<file path="config.mk">
export PLATFORM = sky130hd
export DESIGN_NAME = dma_lite_slave
export DESIGN_NICKNAME = d
export VERILOG_FILES = /design/src/rtl/dma_lite_slave_pkg.sv /design/src/rtl/dma_lite_slave.sv
export SDC_FILE = /design/constraint.sdc
export NUM_CORES = 1
export LEC_CHECK = 0
export BUFFER_PORTS_ARGS = -buffer_cell sky130_fd_sc_hd__clkbuf_2
export CELL_PAD_IN_SITES_DETAIL_PLACEMENT = 0
export CELL_PAD_IN_SITES_GLOBAL_PLACEMENT = 2
export CORE_ASPECT_RATIO = 1.4
export CORE_MARGIN = 8
export CORE_UTILIZATION = 33
export CTS_CLUSTER_DIAMETER = 40
export CTS_CLUSTER_SIZE = 25
export DETAILED_ROUTE_END_ITERATION = 12
export PLACE_DENSITY = 0.85
export SYNTH_ARGS = -nofsm -noshare
export SYNTH_HDL_FRONTEND = slang
export SYNTH_SLANG_ARGS = --single-unit
</file>
<file path="constraint.sdc">
create_clock -name clk -period 3.03 [get_ports clk]
set_input_delay 0.303 -clock clk [delete_from_list [all_inputs] [get_ports clk]]
set_output_delay 0.303 -clock clk [all_outputs]
set_load 0.01 [all_outputs]
</file>
<file path="src/rtl/dma_lite_slave_pkg.sv">
// Shared definitions for the S2MM DMA AXI4-Lite register responder:
// register offsets, register bit positions, response codes and FSM states.
package dma_lite_slave_pkg;

    localparam logic [9:0] OFF_DMACR  = 10'h030;
    localparam logic [9:0] OFF_DMASR  = 10'h034;
    localparam logic [9:0] OFF_DA     = 10'h048;
    localparam logic [9:0] OFF_DA_MSB = 10'h04C;
    localparam logic [9:0] OFF_LENGTH = 10'h058;

    localparam int CR_RS      = 0;
    localparam int CR_IOC_EN  = 12;
    localparam int SR_HALTED  = 0;
    localparam int SR_IDLE    = 1;
    localparam int SR_IOC_IRQ = 12;

    localparam logic [1:0] RESP_OKAY   = 2'b00;
    localparam logic [1:0] RESP_SLVERR = 2'b10;

    typedef enum logic {
        W_IDLE = 1'b0,
        W_RESP = 1'b1
    } w_state_t;

    typedef enum logic {
        R_IDLE = 1'b0,
        R_DATA = 1'b1
    } r_state_t;

endpackage

</file>
<file path="src/rtl/dma_lite_slave.sv">
// AXI4-Lite slave exposing the S2MM DMA register set; launches a transfer on a
// committed LENGTH write and raises a level interrupt when the datapath completes.
module dma_lite_slave
    import dma_lite_slave_pkg::*;
#(
    parameter int LEN_W = 26
) (
    input  logic             clk,
    input  logic             rst,
    input  logic [9:0]       s_axi_lite_awaddr,
    input  logic             s_axi_lite_awvalid,
    output logic             s_axi_lite_awready,
    input  logic [31:0]      s_axi_lite_wdata,
    input  logic             s_axi_lite_wvalid,
    output logic             s_axi_lite_wready,
    output logic [1:0]       s_axi_lite_bresp,
    output logic             s_axi_lite_bvalid,
    input  logic             s_axi_lite_bready,
    input  logic [9:0]       s_axi_lite_araddr,
    input  logic             s_axi_lite_arvalid,
    output logic             s_axi_lite_arready,
    output logic [31:0]      s_axi_lite_rdata,
    output logic [1:0]       s_axi_lite_rresp,
    output logic             s_axi_lite_rvalid,
    input  logic             s_axi_lite_rready,
    output logic             xfer_start,
    output logic [63:0]      xfer_addr,
    output logic [LEN_W-1:0] xfer_len,
    input  logic             xfer_done,
    output logic             s2mm_introut
);

    // Readies stay low through reset and come up on the first clock after release.
    logic             r_live;
    w_state_t         r_wstate;
    w_state_t         w_wstate_nxt;
    r_state_t         r_rstate;
    r_state_t         w_rstate_nxt;

    logic             r_aw_held;
    logic             r_w_held;
    logic [9:0]       r_awaddr;
    logic [31:0]      r_wdata;
    logic [1:0]       r_bresp;
    logic [31:0]      r_rdata;
    logic [1:0]       r_rresp;

    logic             r_rs;
    logic             r_ioc_en;
    logic             r_idle;
    logic             r_ioc_irq;
    logic [31:0]      r_da;
    logic [31:0]      r_da_msb;
    logic [LEN_W-1:0] r_len;

    logic             r_xfer_start;
    logic [63:0]      r_xfer_addr;
    logic [LEN_W-1:0] r_xfer_len;
    logic             r_introut;

    logic             w_awready;
    logic             w_wready;
    logic             w_arready;
    logic             w_aw_hs;
    logic             w_w_hs;
    logic             w_ar_hs;
    logic             w_commit;
    logic [9:0]       w_wr_addr;
    logic [31:0]      w_wr_data;
    logic [1:0]       w_wr_resp;
    logic             w_launch;

    logic             w_rs_nxt;
    logic             w_en_nxt;
    logic             w_idle_nxt;
    logic             w_irq_nxt;
    logic [31:0]      w_da_nxt;
    logic [31:0]      w_da_msb_nxt;
    logic [LEN_W-1:0] w_len_nxt;

    logic [31:0]      w_rd_data;
    logic [1:0]       w_rd_resp;

    assign w_awready = r_live && (r_wstate == W_IDLE) && !r_aw_held;
    assign w_wready  = r_live && (r_wstate == W_IDLE) && !r_w_held;
    assign w_arready = r_live && (r_rstate == R_IDLE);
    assign w_aw_hs   = s_axi_lite_awvalid && w_awready;
    assign w_w_hs    = s_axi_lite_wvalid && w_wready;
    assign w_ar_hs   = s_axi_lite_arvalid && w_arready;

    // A write commits on the edge where the second of AW/W arrives.
    assign w_commit  = (r_wstate == W_IDLE) && (r_aw_held || w_aw_hs) && (r_w_held || w_w_hs);
    assign w_wr_addr = r_aw_held ? r_awaddr : s_axi_lite_awaddr;
    assign w_wr_data = r_w_held ? r_wdata : s_axi_lite_wdata;

    always_comb begin
        w_rs_nxt     = r_rs;
        w_en_nxt     = r_ioc_en;
        w_idle_nxt   = r_idle;
        w_irq_nxt    = r_ioc_irq;
        w_da_nxt     = r_da;
        w_da_msb_nxt = r_da_msb;
        w_len_nxt    = r_len;
        w_wr_resp    = RESP_OKAY;
        w_launch     = 1'b0;
        if (w_commit) begin
            case (w_wr_addr)
                OFF_DMACR: begin
                    w_rs_nxt = w_wr_data[CR_RS];
                    w_en_nxt = w_wr_data[CR_IOC_EN];
                end
                OFF_DMASR: begin
                    if (w_wr_data[SR_IOC_IRQ]) w_irq_nxt = 1'b0;
                end
                OFF_DA:     w_da_nxt     = w_wr_data;
                OFF_DA_MSB: w_da_msb_nxt = w_wr_data;
                OFF_LENGTH: begin
                    if (!r_idle) begin
                        w_wr_resp = RESP_SLVERR;
                    end else begin
                        w_len_nxt = w_wr_data[LEN_W-1:0];
                        if (r_rs && (w_wr_data[LEN_W-1:0] != '0)) begin
                            w_idle_nxt = 1'b0;
                            w_launch   = 1'b1;
                        end
                    end
                end
                default: w_wr_resp = RESP_SLVERR;
            endcase
        end
        // Completion is applied last so it overrides a same-cycle W1C.
        if (xfer_done && !r_idle) begin
            w_idle_nxt = 1'b1;
            w_irq_nxt  = 1'b1;
        end
    end

    always_comb begin
        w_rd_data = '0;
        w_rd_resp = RESP_OKAY;
        case (s_axi_lite_araddr)
            OFF_DMACR: begin
                w_rd_data[CR_RS]     = r_rs;
                w_rd_data[CR_IOC_EN] = r_ioc_en;
            end
            OFF_DMASR: begin
                w_rd_data[SR_HALTED]  = !r_rs;
                w_rd_data[SR_IDLE]    = r_idle;
                w_rd_data[SR_IOC_IRQ] = r_ioc_irq;
            end
            OFF_DA:     w_rd_data = r_da;
            OFF_DA_MSB: w_rd_data = r_da_msb;
            OFF_LENGTH: w_rd_data = 32'(r_len);
            default:    w_rd_resp = RESP_SLVERR;
        endcase
    end

    always_comb begin
        w_wstate_nxt = r_wstate;
        case (r_wstate)
            W_IDLE:  if (w_commit) w_wstate_nxt = W_RESP;
            W_RESP:  if (s_axi_lite_bready) w_wstate_nxt = W_IDLE;
            default: w_wstate_nxt = W_IDLE;
        endcase
    end

    always_comb begin
        w_rstate_nxt = r_rstate;
        case (r_rstate)
            R_IDLE:  if (w_ar_hs) w_rstate_nxt = R_DATA;
            R_DATA:  if (s_axi_lite_rready) w_rstate_nxt = R_IDLE;
            default: w_rstate_nxt = R_IDLE;
        endcase
    end

    always_ff @(posedge clk) begin
        if (rst) begin
            r_live       <= 1'b0;
            r_wstate     <= W_IDLE;
            r_rstate     <= R_IDLE;
            r_aw_held    <= 1'b0;
            r_w_held     <= 1'b0;
            r_awaddr     <= '0;
            r_wdata      <= '0;
            r_bresp      <= RESP_OKAY;
            r_rdata      <= '0;
            r_rresp      <= RESP_OKAY;
            r_rs         <= 1'b0;
            r_ioc_en     <= 1'b0;
            r_idle       <= 1'b1;
            r_ioc_irq    <= 1'b0;
            r_da         <= '0;
            r_da_msb     <= '0;
            r_len        <= '0;
            r_xfer_start <= 1'b0;
            r_xfer_addr  <= '0;
            r_xfer_len   <= '0;
            r_introut    <= 1'b0;
        end else begin
            r_live   <= 1'b1;
            r_wstate <= w_wstate_nxt;
            r_rstate <= w_rstate_nxt;
            if (w_commit) begin
                r_aw_held <= 1'b0;
                r_w_held  <= 1'b0;
                r_bresp   <= w_wr_resp;
            end else begin
                if (w_aw_hs) begin
                    r_aw_held <= 1'b1;
                    r_awaddr  <= s_axi_lite_awaddr;
                end
                if (w_w_hs) begin
                    r_w_held <= 1'b1;
                    r_wdata  <= s_axi_lite_wdata;
                end
            end
            if (w_ar_hs) begin
                r_rdata <= w_rd_data;
                r_rresp <= w_rd_resp;
            end
            r_rs         <= w_rs_nxt;
            r_ioc_en     <= w_en_nxt;
            r_idle       <= w_idle_nxt;
            r_ioc_irq    <= w_irq_nxt;
            r_da         <= w_da_nxt;
            r_da_msb     <= w_da_msb_nxt;
            r_len        <= w_len_nxt;
            r_xfer_start <= w_launch;
            // Transfer parameters are frozen at launch; later DA writes do not disturb them.
            if (w_launch) begin
                r_xfer_addr <= {r_da_msb, r_da};
                r_xfer_len  <= w_len_nxt;
            end
            r_introut <= w_irq_nxt && w_en_nxt;
        end
    end

    assign s_axi_lite_awready = w_awready;
    assign s_axi_lite_wready  = w_wready;
    assign s_axi_lite_bvalid  = (r_wstate == W_RESP);
    assign s_axi_lite_bresp   = r_bresp;
    assign s_axi_lite_arready = w_arready;
    assign s_axi_lite_rvalid  = (r_rstate == R_DATA);
    assign s_axi_lite_rdata   = r_rdata;
    assign s_axi_lite_rresp   = r_rresp;
    assign xfer_start         = r_xfer_start;
    assign xfer_addr          = r_xfer_addr;
    assign xfer_len           = r_xfer_len;
    assign s2mm_introut       = r_introut;

endmodule

</file>
==> metrics.txt, run 1 <==
skew final=21.14 ps; Yosys reg bits=267; Core Area=31,410 µm²; hold_buf cts=0; Clock Latency Late Sink=520 ps; post-placement cell area=11,790 µm²; clk sinks=267; CTS Buffer Depth=3; Total Nets Final=1,381; drt wl/cell=20.38 µm; routed metal-1 wirelength=14,260 µm; setup_tns=0 ps; sequential share of power=43.7%; Slew HR=34.58%; startpoint type of the worst setup path=flip-flop; root buffer cell=clkbuf_16; post-synth top area share=51.09%; Main synth FF type=dfxtp_1; PostCTS Resize Cnt=0; DR DRC count=0; Worst Slack Setup Final=537.1 ps; IO Count=193; unrepaired setup endpoints after global routing=no; via count=9,306; Detailed Place HPWL=24,650 µm; port bufs=190; Reg clk slew, reported paths=60 ps; Worst-Margin Slew=981.3 ps; kind of critical path=reg2reg; worst reg2reg path depth=6; Synth Warn #=0; clock share of power=51.4%; Initial Util=33.31%; CTS tree=yes; Layout area overhead=24.06%; most frequent cells in the layout=dfxtp_1 (266), clkbuf_2 (189), a211oi_1 (118); Max Slew Vio Count=0; CP Capture Type=flip-flop; vias per cell=5.348; CP max FO=78; Worst EP arrival=2910 ps; Peak Freq=0.4011 GHz; combinational share of power=4.9%; highest metal used=met4; commonest non-fill, non-tap cell in the layout=dfxtp_1; async set or reset register ratio after synthesis=0%; met2 WL=17,890 µm; first-pass iteration count of the detailed router=5; TritonCTS buffer count=34; ant diodes=0; die footprint=37,730 µm²; WHS=25.16 ps; Post-synth EDFFs=0; Mean Syn Cell Area=8.918 µm²; Worst Path Required=3440 ps; pwr/cell area=629.4 nW/µm²; Synth Instances=1,173; top area cells in the synthesized netlist=dfxtp_1 (51%), a211oi_1 (8.5%), a21oi_1 (5.1%); CTS H-tree depth=2; hold depth=3; length of routed met3 wiring=1960 µm; Internal=6253 µW; largest net degree at the start of global routing=93; min Tclk post-route=2493 ps; Hold Vio Cnt, Final=0; Synth cell types=51; register area share after synthesis=51.09%; outcome=finished clean; height of the die=226.7 µm; Final Cell Area=12,980 µm²; initial antenna violation count=0; Post CTS Setup Buffer Count=0; GP Congestion=0.8071; max-cap violations=0; grt total ovfl=0; Place WS=485.8 ps; Psw=1915 µW; DRT iter0 DRCs=573; Mapped Area=10,460 µm²; gr usage total=18.30%; Hold/Removal Path Class=in2reg; share of cells above drive strength 1=22.38%; first-pass GRT wire length=54,520 µm; final period utilization=82.27%; Cell Rows=77; Leak Pwr=0.004607 µW; VDD IR max=0.4101 mV; leading area contributor after synthesis=dfxtp_1; Die Width=166.5 µm; switching fraction of total power=23.45%; setup violators final=0; routed wire length=35,460 µm; antenna-violating nets left=0; vias in the first global route=9,216
-- worst max-delay path, stage by stage (launching register included) --
cell and delay (ps):
dfxtp_1 340, or4_4 560, or4_4 560, a21oi_4 200, buf_12 310, a31oi_1 140
a211oi_1 270
-- registers in the layout (all words and copies together), names as in the netlist, 10 cells and up --
signal,count
xfer_addr,64
r_da,32
r_da_msb,32
r_wdata,32
s_axi_lite_rdata,32
r_len,26
xfer_len,26
r_awaddr,10
-- cells in the mapped netlist (2+ instances only) --
cell type	number
or4_4	3
inv_1	4
a21oi_1	107
nor2_1	113
dfxtp_1	267
nor3_1	10
nand4_1	4
a21oi_4	2
nor2b_1	3
buf_2	27
buf_4	7
o21ai_1	6
and3_1	2
a22oi_1	49
buf_1	2
nand2b_1	4
mux2i_1	50
mux2_2	2
o21ai_0	91
nor4_1	12
or4_1	2
nand2_1	79
a211oi_1	118
nand3b_1	3
and4_1	2
and2_1	2
or3_1	3
nor3b_1	2
a31oi_1	28
clkbuf_1	79
nand4b_1	2
nand3_1	67
a221oi_1	3
-- through the flow --
stage	cells	power (µW)	util [%]
after floorplan	1174	3867	-
after global placement	1680	4052	37.54
after detailed placement	1680	4053	37.54
after CTS	1740	8269	41.32
after global routing	1740	8463	41.32
final	1740	8168	41.32
-- routing by layer --
layer	vias up	track usage, %
met1	4382	20.64
met5	-	0
met4	0	7.952
met3	71	4.303
met2	258	32.60
li1	4595	-
-- power by group through the flow --
stage | Clock (µW) | Sequential, µW | Combinational [µW]
2_1_floorplan | 0 | 3640 | 230
3_3_place_gp | 0 | 3650 | 406
3_5_place_dp | 0 | 3650 | 407
4_1_cts | 4290 | 3570 | 408
5_1_grt | 4460 | 3570 | 436
6_report | 4200 | 3570 | 401
-- area by class of cell --
cell class | count | area [µm²]
clock inverter | 19 | 249.0
inverter | 4 | 15.01
fill | 3191 | 18430
multi-input combinational | 788 | 4646
clock buffer | 41 | 938.4
sequential | 267 | 5346
tap | 395 | 494.2
timing repair buffer | 226 | 1290
-- cells by family after synthesis --
logic type,Yosys count,synth area share [%]
XOR/XNOR,1,0.08374
AND/OR/NAND/NOR,320,14.18
AO/OA/AOI/OAI,413,24.76
other,1,0.03585
buffers and inverters,119,4.844
multiplexers,52,4.999
flip-flops,267,51.09
-- path summary, 6_finish.rpt --
path	start	end	slack [ps]
max reg2reg	r_aw_held	xfer_len[10]	540
min reg2reg	r_wdata[26]	r_wdata[26]	460
min	s_axi_lite_wdata[29]	r_wdata[29]	30
max	r_aw_held	xfer_len[10]	540
(Power assumes the default switching activity.)
==> run 2: changes to the inputs <==
==> constraint.sdc (replaced) <==
create_clock -name clk -period 2.6 [get_ports clk]
set_input_delay 0.26 -clock clk [delete_from_list [all_inputs] [get_ports clk]]
set_output_delay 0.26 -clock clk [all_outputs]
set_load 0.01 [all_outputs]
==> metrics.txt, run 2 (synthesized netlist as in run 1, its figures left out) <==
Largest register FFs=64 (unchanged); Reg-to-Reg End=xfer_len[20]; GP Congestion=0.8226 (+1.9%); share of cells above drive strength 1=22.65% (+0.27 points); reg2reg setup slack=180 ps (-360 ps); vias in the first global route=9,406 (+2.1%); Die Width=166.5 µm (unchanged); reg2reg start=r_w_held; gr usage total=18.54% (+0.24 points); skew final=13.33 ps (-7.808 ps); routed wire length=35,790 µm (+0.94%); setup violators final=0 (unchanged); initial antenna violation count=0 (unchanged); height of the die=226.7 µm (unchanged); fin util=43.31% (+2.0 points); IO Count=193 (unchanged); Slew HR=46.36% (+12 points); Total Nets Final=1,427 (+3.3%); largest net degree at the start of global routing=98 (+5.4%); Reg clk slew, reported paths=50 ps (about the same); Worst EP arrival=2860 ps (-50 ps); Post CTS Setup Buffer Count=0 (unchanged); antenna-violating nets left=0 (unchanged); startpoint type of the worst setup path=input pin; Max Slew Vio Count=0 (unchanged); Worst-Margin Slew=782.3 ps (-199.1 ps); Initial Util=33.31% (unchanged); min Tclk post-route=2492 ps; first-pass iteration count of the detailed router=5 (unchanged); unrepaired setup endpoints after global routing=no; via count=9,491 (+2.0%); crit path launch=s_axi_lite_awaddr[9]; pwr/cell area=725.5 nW/µm² (+15%); Clock Latency Late Sink=520 ps (about the same); outcome=finished clean; CP Capture Point=xfer_len[14]; commonest non-fill, non-tap cell in the layout=dfxtp_1; drt wl/cell=20.00 µm (-1.9%); CP dominant cell by count=or4_4; crit-path max cell delay=560 ps (about the same); CP max FO=27 (-65%); VDD IR max=0.4345 mV (+6.0%); first-pass GRT wire length=55,520 µm (+1.8%); setup_tns=0 ps (unchanged); most frequent cells in the layout=dfxtp_1 (266), clkbuf_2 (189), a211oi_1 (118); Layout area overhead=30.03%; CP Capture Type=flip-flop; Max stage delay cell, worst path=dlygate4sd3_1; Peak Freq=0.4014 GHz; Detailed Place HPWL=24,760 µm (+0.48%); kind of critical path=in2reg; TritonCTS buffer count=37 (+8.8%); Core Area=31,410 µm² (unchanged); root buffer cell=clkbuf_16; final period utilization=95.83%; Leak Pwr=0.004897 µW (+6.3%); ant diodes=0 (unchanged); Hold Vio Cnt, Final=0 (unchanged); CTS H-tree depth=2 (unchanged); CTS Buffer Depth=3 (unchanged); port bufs=190 (unchanged); vias per cell=5.302 (-0.86%); worst reg2reg path depth=7 (+1); die footprint=37,730 µm² (unchanged); DR DRC count=0 (unchanged); grt total ovfl=0 (unchanged); DRT iter0 DRCs=504 (-12%); CTS tree=yes; Worst Path Required=2970 ps (-470 ps); max-cap violations=0 (unchanged); Cell Rows=77 (unchanged); crit path cell chain=dlygate4sd3_1 -> clkbuf_2 -> or4_4 -> or4_4 -> a21oi_4 -> and3_1 -> buf_12 -> a211oi_1; Hold/Removal Path Class=in2reg; clk sinks=267 (unchanged)
[run 2: cell count changes in the layout (fill, tap and decap cells not counted), sizes merged]
cell	change
clkinvlp	-1
bufinv	-1
dlygate4sd3	+34
clkbuf	+7
inv	+2
buf	+9
[run 2: power by group]
group	switching (µW)	internal (µW)	total [µW]
sequential	30.5	4130	4160
clock	1960	3220	5180
combinational	337	199	535
[run 2: final cells by class]
type	instances	area (µm²)
tap	395	494.2
sequential	267	5346
timing repair buffer	269	1809
multi-input combinational	788	4661
inverter	4	15.01
clock buffer	48	1060
clock inverter	19	217.7
fill	3163	17800
[run 2: worst min path at each step]
stage / startpoint / end / slack, ps / depth (start not counted)
finish: s_axi_lite_awaddr[3] / r_awaddr[3] / 20 / 3
global route: s_axi_lite_wdata[23] / r_wdata[23] / 10 / 3
CTS: s_axi_lite_wdata[22] / r_wdata[22] / 1 / 3
detailed placement: r_wdata[29] / r_wdata[29] / 450 / 2
global placement: r_wdata[29] / r_wdata[29] / 440 / 2
floorplan: rst / r_live / 360 / 1
[run 2: metrics by stage]
stage / std cells / worst slack (ps) / hold WS (ps) / total power [µW] / cell area [µm²]
4_1_cts: 1790 / 76.11 / 1.334 / 9973 / 13580
3_5_place_dp: 1689 / 78.47 / 448.0 / 4743 / 11960
3_3_place_gp: 1689 / 175.8 / 440.7 / 4740 / 11960
5_1_grt: 1790 / 10.76 / 14.13 / 10210 / 13600
2_1_floorplan: 1174 / 324.6 / 361.0 / 4507 / 10470
6_report: 1790 / 108.4 / 21.88 / 9869 / 13600
[run 2: critical path, delay by kind of cell]
family | cells | cell delay, ps
simple gates | 3 | 1370
buf+inv | 3 | 880
compound gates | 2 | 340
[run 2: what timing repair did]
| action | in CTS | in global routing |
|---|---|---|
| resized for setup | 0 | 5 |
| hold buffers | 34 | 0 |
| setup endpoints to repair | 0 | 8 |
| hold endpoints to repair | 34 | 0 |
[run 2: routing by layer]
| metal | GRT usage [%] | wire length, µm | up-vias |
|---|---|---|---|
| li1 | - | - | 4684 |
| met1 | 21.35 | 14860 | 4479 |
| met2 | 33.57 | 18130 | 269 |
| met3 | 3.815 | 1753 | 59 |
| met4 | 6.583 | 1050 | 0 |
| met5 | 0 | 0 | - |
